### src/rtl/register_file_pkg.sv
// Core-wide types shared by the register file and its neighbours in the
// RV32I pipeline: data width, register index type, writeback write bundle
// and the packed view of the x1..x31 storage.
package register_file_pkg;

  localparam int XLEN = 32;
  localparam int NUM_REGS = 32;

  typedef logic [4:0] rv_reg_t;

  typedef struct packed {
    logic            enable;
    rv_reg_t         which_register;
    logic [XLEN-1:0] value;
  } reg_write_control_t;

  // Storage for x1..x31 only; x0 is hard-wired zero and has no flops.
  typedef logic [NUM_REGS-1:1][XLEN-1:0] reg_array_t;

endpackage

### src/rtl/register_file_read_port.sv
// One combinational read port of the integer register file.
// Selects a stored register by index, returns zero for x0, and, when built
// with REGISTER_FILE_BYPASS_EN, forwards a same-cycle writeback value.
module register_file_read_port
  import register_file_pkg::*;
(
  input  rv_reg_t            index,
  input  reg_array_t         regs,
`ifdef REGISTER_FILE_BYPASS_EN
  input  reg_write_control_t fwd,
`endif
  output logic [XLEN-1:0]    value
);

  // Read mux: x0 never matches the loop so it falls through to zero;
  // an in-flight write to the same register takes priority when forwarding.
  always_comb begin
    value = '0;
    for (int i = 1; i < NUM_REGS; i++) begin
      if (index == rv_reg_t'(i)) begin
        value = regs[i];
      end
    end
`ifdef REGISTER_FILE_BYPASS_EN
    if (fwd.enable && (fwd.which_register != '0) && (fwd.which_register == index)) begin
      value = fwd.value;
    end
`endif
  end

endmodule

### src/rtl/register_file.sv
// RV32I integer register file: 31 XLEN-bit registers (x0 reads zero),
// two combinational read ports for decode, one synchronous write port
// for writeback. Asynchronous active-high reset clears every register.
// Optional macro REGISTER_FILE_BYPASS_EN adds write-to-read forwarding.
module register_file
  import register_file_pkg::*;
(
  input  logic               clock,
  input  logic               reset,
  input  rv_reg_t            rs1,
  input  rv_reg_t            rs2,
  input  reg_write_control_t write_control,
  output logic [XLEN-1:0]    rs1_val,
  output logic [XLEN-1:0]    rs2_val
);

  reg_array_t regs;

  // Write port: writes to x0 or with enable low leave state untouched;
  // reset wins over a write on the same edge.
  always_ff @(posedge clock or posedge reset) begin
    if (reset) begin
      regs <= '0;
    end else if (write_control.enable && (write_control.which_register != '0)) begin
      for (int i = 1; i < NUM_REGS; i++) begin
        if (write_control.which_register == rv_reg_t'(i)) begin
          regs[i] <= write_control.value;
        end
      end
    end
  end

`ifdef REGISTER_FILE_BYPASS_EN
  reg_write_control_t fwd;

  // Forwarding is masked during reset so the ports read zero while it is held.
  always_comb begin
    fwd = write_control;
    if (reset) begin
      fwd.enable = 1'b0;
    end
  end
`endif

  register_file_read_port u_port1 (
    .index (rs1),
    .regs  (regs),
`ifdef REGISTER_FILE_BYPASS_EN
    .fwd   (fwd),
`endif
    .value (rs1_val)
  );

  register_file_read_port u_port2 (
    .index (rs2),
    .regs  (regs),
`ifdef REGISTER_FILE_BYPASS_EN
    .fwd   (fwd),
`endif
    .value (rs2_val)
  );

endmodule

### config.mk
export PLATFORM = sky130hd
export DESIGN_NAME = register_file
export DESIGN_NICKNAME = d
export VERILOG_FILES = /design/src/rtl/register_file_pkg.sv /design/src/rtl/register_file_read_port.sv /design/src/rtl/register_file.sv
export SDC_FILE = /design/constraint.sdc
export NUM_CORES = 2
export LEC_CHECK = 0
export ABC_AREA = 0
export ABC_CLOCK_PERIOD_IN_PS = 102800
export CELL_PAD_IN_SITES_DETAIL_PLACEMENT = 1
export CELL_PAD_IN_SITES_GLOBAL_PLACEMENT = 1
export CORE_MARGIN = 8
export CORE_UTILIZATION = 56
export CTS_BUF_LIST = sky130_fd_sc_hd__clkbuf_4
export DETAILED_ROUTE_END_ITERATION = 8
export PLACE_DENSITY_LB_ADDON = 0.1
export SLEW_MARGIN = 25
export SYNTH_ARGS = -nofsm -noshare
export SYNTH_HDL_FRONTEND = slang
export SYNTH_SLANG_ARGS = --single-unit
### constraint.sdc
create_clock -name clock -period 102.8 [get_ports clock]
set_input_delay 15.42 -clock clock [delete_from_list [all_inputs] [get_ports clock]]
set_output_delay 15.42 -clock clock [all_outputs]
set_load 0.01 [all_outputs]
After elaboration in Yosys (flattened, before gate mapping)
Index checks and enable logic that the tools add are counted.

Equality and inequality tests: 93. Mux-type cells: 62. Reduce and logical (&&, ||, !) cells: 33.

Operators with widths (count): $mux W32 (62); $eq A5 B5 Y1 const B (48); $eq A5 B4 Y1 const B (24); $reduce_and A2 Y1 (31); $eq A5 B3 Y1 const B (12); $eq A5 B2 Y1 const B (6); $eq A5 B1 Y1 const B (3); $reduce_bool A5 Y1 (1); $logic_and A1 B1 Y1 (1).

Register bits after elaboration: 992. Input bits: 50. Output and inout port bits: 64.

Depth between registers and ports, before layout
Depth in word-level cells: 32. Mapped depth: 12. Depth with buffers taken out: 7.

By module
From an unflattened synthesis, not the netlist that was laid out.

Cell total of the unflattened synthesis: 5262. Area total of the unflattened synthesis: 56225.2 µm².

Modules (own cells, without submodules): register_file (times used 1, cells an instance 2224, area each 37094.3 µm², seq. area each 24823.8 µm²); register_file_read_port (times used 2, cells an instance 1519, area each 9565.4 µm², seq. area each 0.0 µm²).

Worst setup path before layout
Ideal clock, no wire load.

Path type: input port to output port. Start: in rs1[3]. End: out rs1_val[10]. Arrival time: 17.195 ns. Data required time: 87.380 ns. Path slack: 70.185 ns. Stages: 8. Buffers on the path: 1. Cells stage by stage: or4b_1 > buf_2 > nor2_4 > a22oi_1 > a31oi_1 > a2111oi_0 > or3_1 > a221oi_1.

Longest elaborated chain between the ends: 32. Elaborated cells on any way between the ends: 62. Those cells by class: eq/ne: 31; mux: 31.

Ends and longest elaborated chain: start: declaration (RTL line register_file.sv:10) `input rv_reg_t rs1,`; $eq A5 B1 Y1 (RTL line register_file_read_port.sv:20) `if (index == rv_reg_t'(i)) begin`; $mux W32 (30 in a row) (RTL line register_file_read_port.sv:20); $mux W32 * (RTL line register_file_read_port.sv:20); end: declaration (RTL line register_file.sv:13) `output logic [XLEN-1:0] rs1_val,`.

Mark *: on every way between the ends. The rest lies on a longest branch, timed or not.

Final worst setup path
Start: in rs2[3]. End: out rs2_val[25].

Longest elaborated chain between the ends: 32. Elaborated cells on any way between the ends: 62. Those cells by class: eq/ne: 31; mux: 31.

Ends and longest elaborated chain: start: declaration (RTL line register_file.sv:11) `input rv_reg_t rs2,`; $eq A5 B1 Y1 (RTL line register_file_read_port.sv:20); $mux W32 (30 in a row) (RTL line register_file_read_port.sv:20); $mux W32 * (RTL line register_file_read_port.sv:20); end: declaration (RTL line register_file.sv:14) `output logic [XLEN-1:0] rs2_val`.

Marks and branches as above.

==> results.toml <==
[clock_network]
ctsHoldBuffers = 0
clkTransAtPathRegs_ns = 0.05
cts_resized = 0
cts_max_level = 5
clock_latency_ns = 1.24
cts.sinks = 992
postCtsSetupRepairBufs = 0
root_buffer = "clkbuf_4"
numCtsBuffers = 296
cts_tree = "built"
cts_buffer_depth = 4

[detailed_routing]
wl_per_cell_microns = 39.2
wirelength_microns = 260000
ant_nets = 0
drt_iter0_markers = 8533
drtPass1Iterations = 7
vias = 50978
drc_errors = 0
viasPerCell = 7.69

[timing]
finClkSkew_ns = 0
setup_slack_ns = 66.28
max_slew_margin_pct = 18.8
setup_violations = 0
slew_violations = 0
tightest_slew_ns = 1.21
fin_tns_setup_ns = 0
fmax_ghz = 0.0274
rsz0062_at_grt = "no"
hold_slack_ns = 0.521
timing.final.crit_share_pct = 35.5
period_minus_slack_ns = 36.52
hold_violations = 0

[pwr]
power.leakage_nw = 26.0
power.density_mw_per_mm2 = 18.9
peakVddDrop_uv = 13.0

[final_layout]
fillers = 10232
multi_input_area_sq_mm = 0.0273
largest-register = "regs"
drive_gt1_share_pct = 32.8
seq_area_sq_mm = 0.0248
largest_register_ffs = 992
final_cells = 6627
fin_nets = 5189
top_regs = "regs x992"
final_area_sq_mm = 0.0598
area_growth_pct = 10.5

[grt]
met3_usage_pct = 21.3
grt_pass1_wl_microns = 371000
grt_max_degree = 114
grt_util_all_layers_pct = 47.2
top_usage_layer = "met2"
grtUsageMet2_pct = 66.3
antenna_found_initial = 30
met1_usage_pct = 59.5
grt-ovfl-total = 0
grt_pass1_vias = 50802

[floorplanning]
die_w_microns = 327
row_count = 114
die_area_sq_mm = 0.107
core_area_sq_mm = 0.0963
start_util_pct = 56.2
ios = 114
die_h_microns = 327

[setup_path]
crit_arrival_ns = 21.10
crit_type = "input pin to output pin"
end_kind = "output pin"
cp-start-kind = "input pin"
crit_required_ns = 87.38
critPathMaxFanout = 42

[synth]
synth-edff-count = 0
synth_cell_type_count = 93
dominantRegCellSynth = "dfrtp_1"
ys_seq_elements = 992
synth_fp_nets = 5095
synth_top_area_share_pct = 45.9
syn_avg_cell_area_sq_um = 10.7
ys_seq_area_share_pct = 45.9
synth_common_cells = "mux2_2 (998), dfrtp_1 (992), o21ai_0 (414), a21oi_1 (288), clkbuf_1 (271)"
synth_most_common_cell = "mux2_2"
yosysTopAreaCell = "dfrtp_1"
synthTopCellsByArea = "dfrtp_1 (46%), mux2_2 (21%), o21ai_0 (3.8%)"
synth_area_sq_mm = 0.0541
post_synth_inst_count = 5045
ys_async_sr_fraction_pct = 100
yosysWarnings = 0

[outcome]
status = "completed"

[placed_design]
placed_area_sq_mm = 0.0562
dpl.cell_count = 6115
dp_hpwl_microns = 174000
port-buffer-count = 113
gp_routability_congestion = 1.05
dp_slack_ns = 66.67

[min_path]
hold_path.class = "flip-flop to flip-flop"

[job]
max_cap_violations = 0
==> per-layer routing <==
| layer | vias to the layer above | wire length (microns) |
|---|---|---|
| met5 | - | 124 |
| met4 | 17 | 18600 |
| met3 | 1219 | 38600 |
| met2 | 4528 | 108000 |
| met1 | 25750 | 94600 |
| li1 | 19464 | - |
==> stage by stage <==
| step | utilization (%) | power [W] |
|---|---|---|
| 2_1_floorplan | - | 0.000649 |
| 3_3_place_gp | 58.3 | 0.000730 |
| 3_5_place_dp | 58.4 | 0.000743 |
| 4_1_cts | 62.0 | 0.00111 |
| 5_1_grt | 62.1 | 0.00116 |
| 6_report | 62.1 | 0.00113 |
==> placed cells by master, fill, tap and decap left out, drive strengths merged, types with 24 or more instances in the layout <==
master,count
clkbuf,429
nor3,64
nor2,255
inv,24
and3,26
mux2,998
nand2,224
diode,26
mux2i,122
a22oi,111
a222oi,36
clkinv,46
nor2b,33
nand3,76
a31oi,29
buf,194
clkdlybuf4s50,101
o221ai,64
nand2b,24
o211ai,39
a211oi,79
a221oi,72
o21ai,425
dfrtp,992
a21oi,288
o22ai,243
a22o,35
==> cell families (layout without fill, tap and decap cells) <==
group,Yosys count,in the layout,share of synthesized area (%)
AOI/OAI and AO/OA,1589,1589,19.1
buffers and inverters,516,796,4.29
DFF,992,992,45.9
muxes,1124,1124,23.2
other,0,26,0
and+or+nand+nor,824,824,7.58
==> where the power goes <==
group / internal, W / total, W / switching, W
clock: 0.000194 / 0.000376 / 0.000182
combinational: 0.0000935 / 0.000208 / 0.000114
sequential: 0.000467 / 0.000544 / 0.0000775
==> path summary, 6_finish.rpt <==
check                                   endpoint  cells past startpoint  slack [ns]                   from
max                                  rs2_val[25]                     10       66.28                 rs2[3]
min                        regs[206]$_DFFE_PP0P_                      1        0.52  regs[206]$_DFFE_PP0P_
max reg2reg                 regs[16]$_DFFE_PP0P_                      1      101.86   regs[16]$_DFFE_PP0P_
min reg2reg                regs[206]$_DFFE_PP0P_                      1        0.52  regs[206]$_DFFE_PP0P_
max in group asynchronous  regs[257]$_DFFE_PP0P_                      6       84.42                  reset
min in group asynchronous  regs[839]$_DFFE_PP0P_                      2       14.72                  reset
==> critical path, cell delays in order <==
cell	delay, ns
buf_2	0.51
buf_4	0.66
nand3b_1	0.37
nor2_2	0.96
a211oi_1	0.31
a2111oi_0	0.69
buf_4	0.22
a2111oi_1	0.16
nor3_1	1.01
clkdlybuf4s50_1	0.72
==> final cells by class <==
cell class                      count  share of cell area, %
Antenna cell                       26                  0.109
Clock buffer                      428                   5.37
Clock inverter                     56                  0.450
Inverter                           16                  0.113
Multi-Input combinational cell   3537                   45.6
Sequential cell                   992                   41.5
Tap cell                         1276                   2.67
Timing Repair Buffer              296                   4.22
Power figures use the tool's default switching activity.
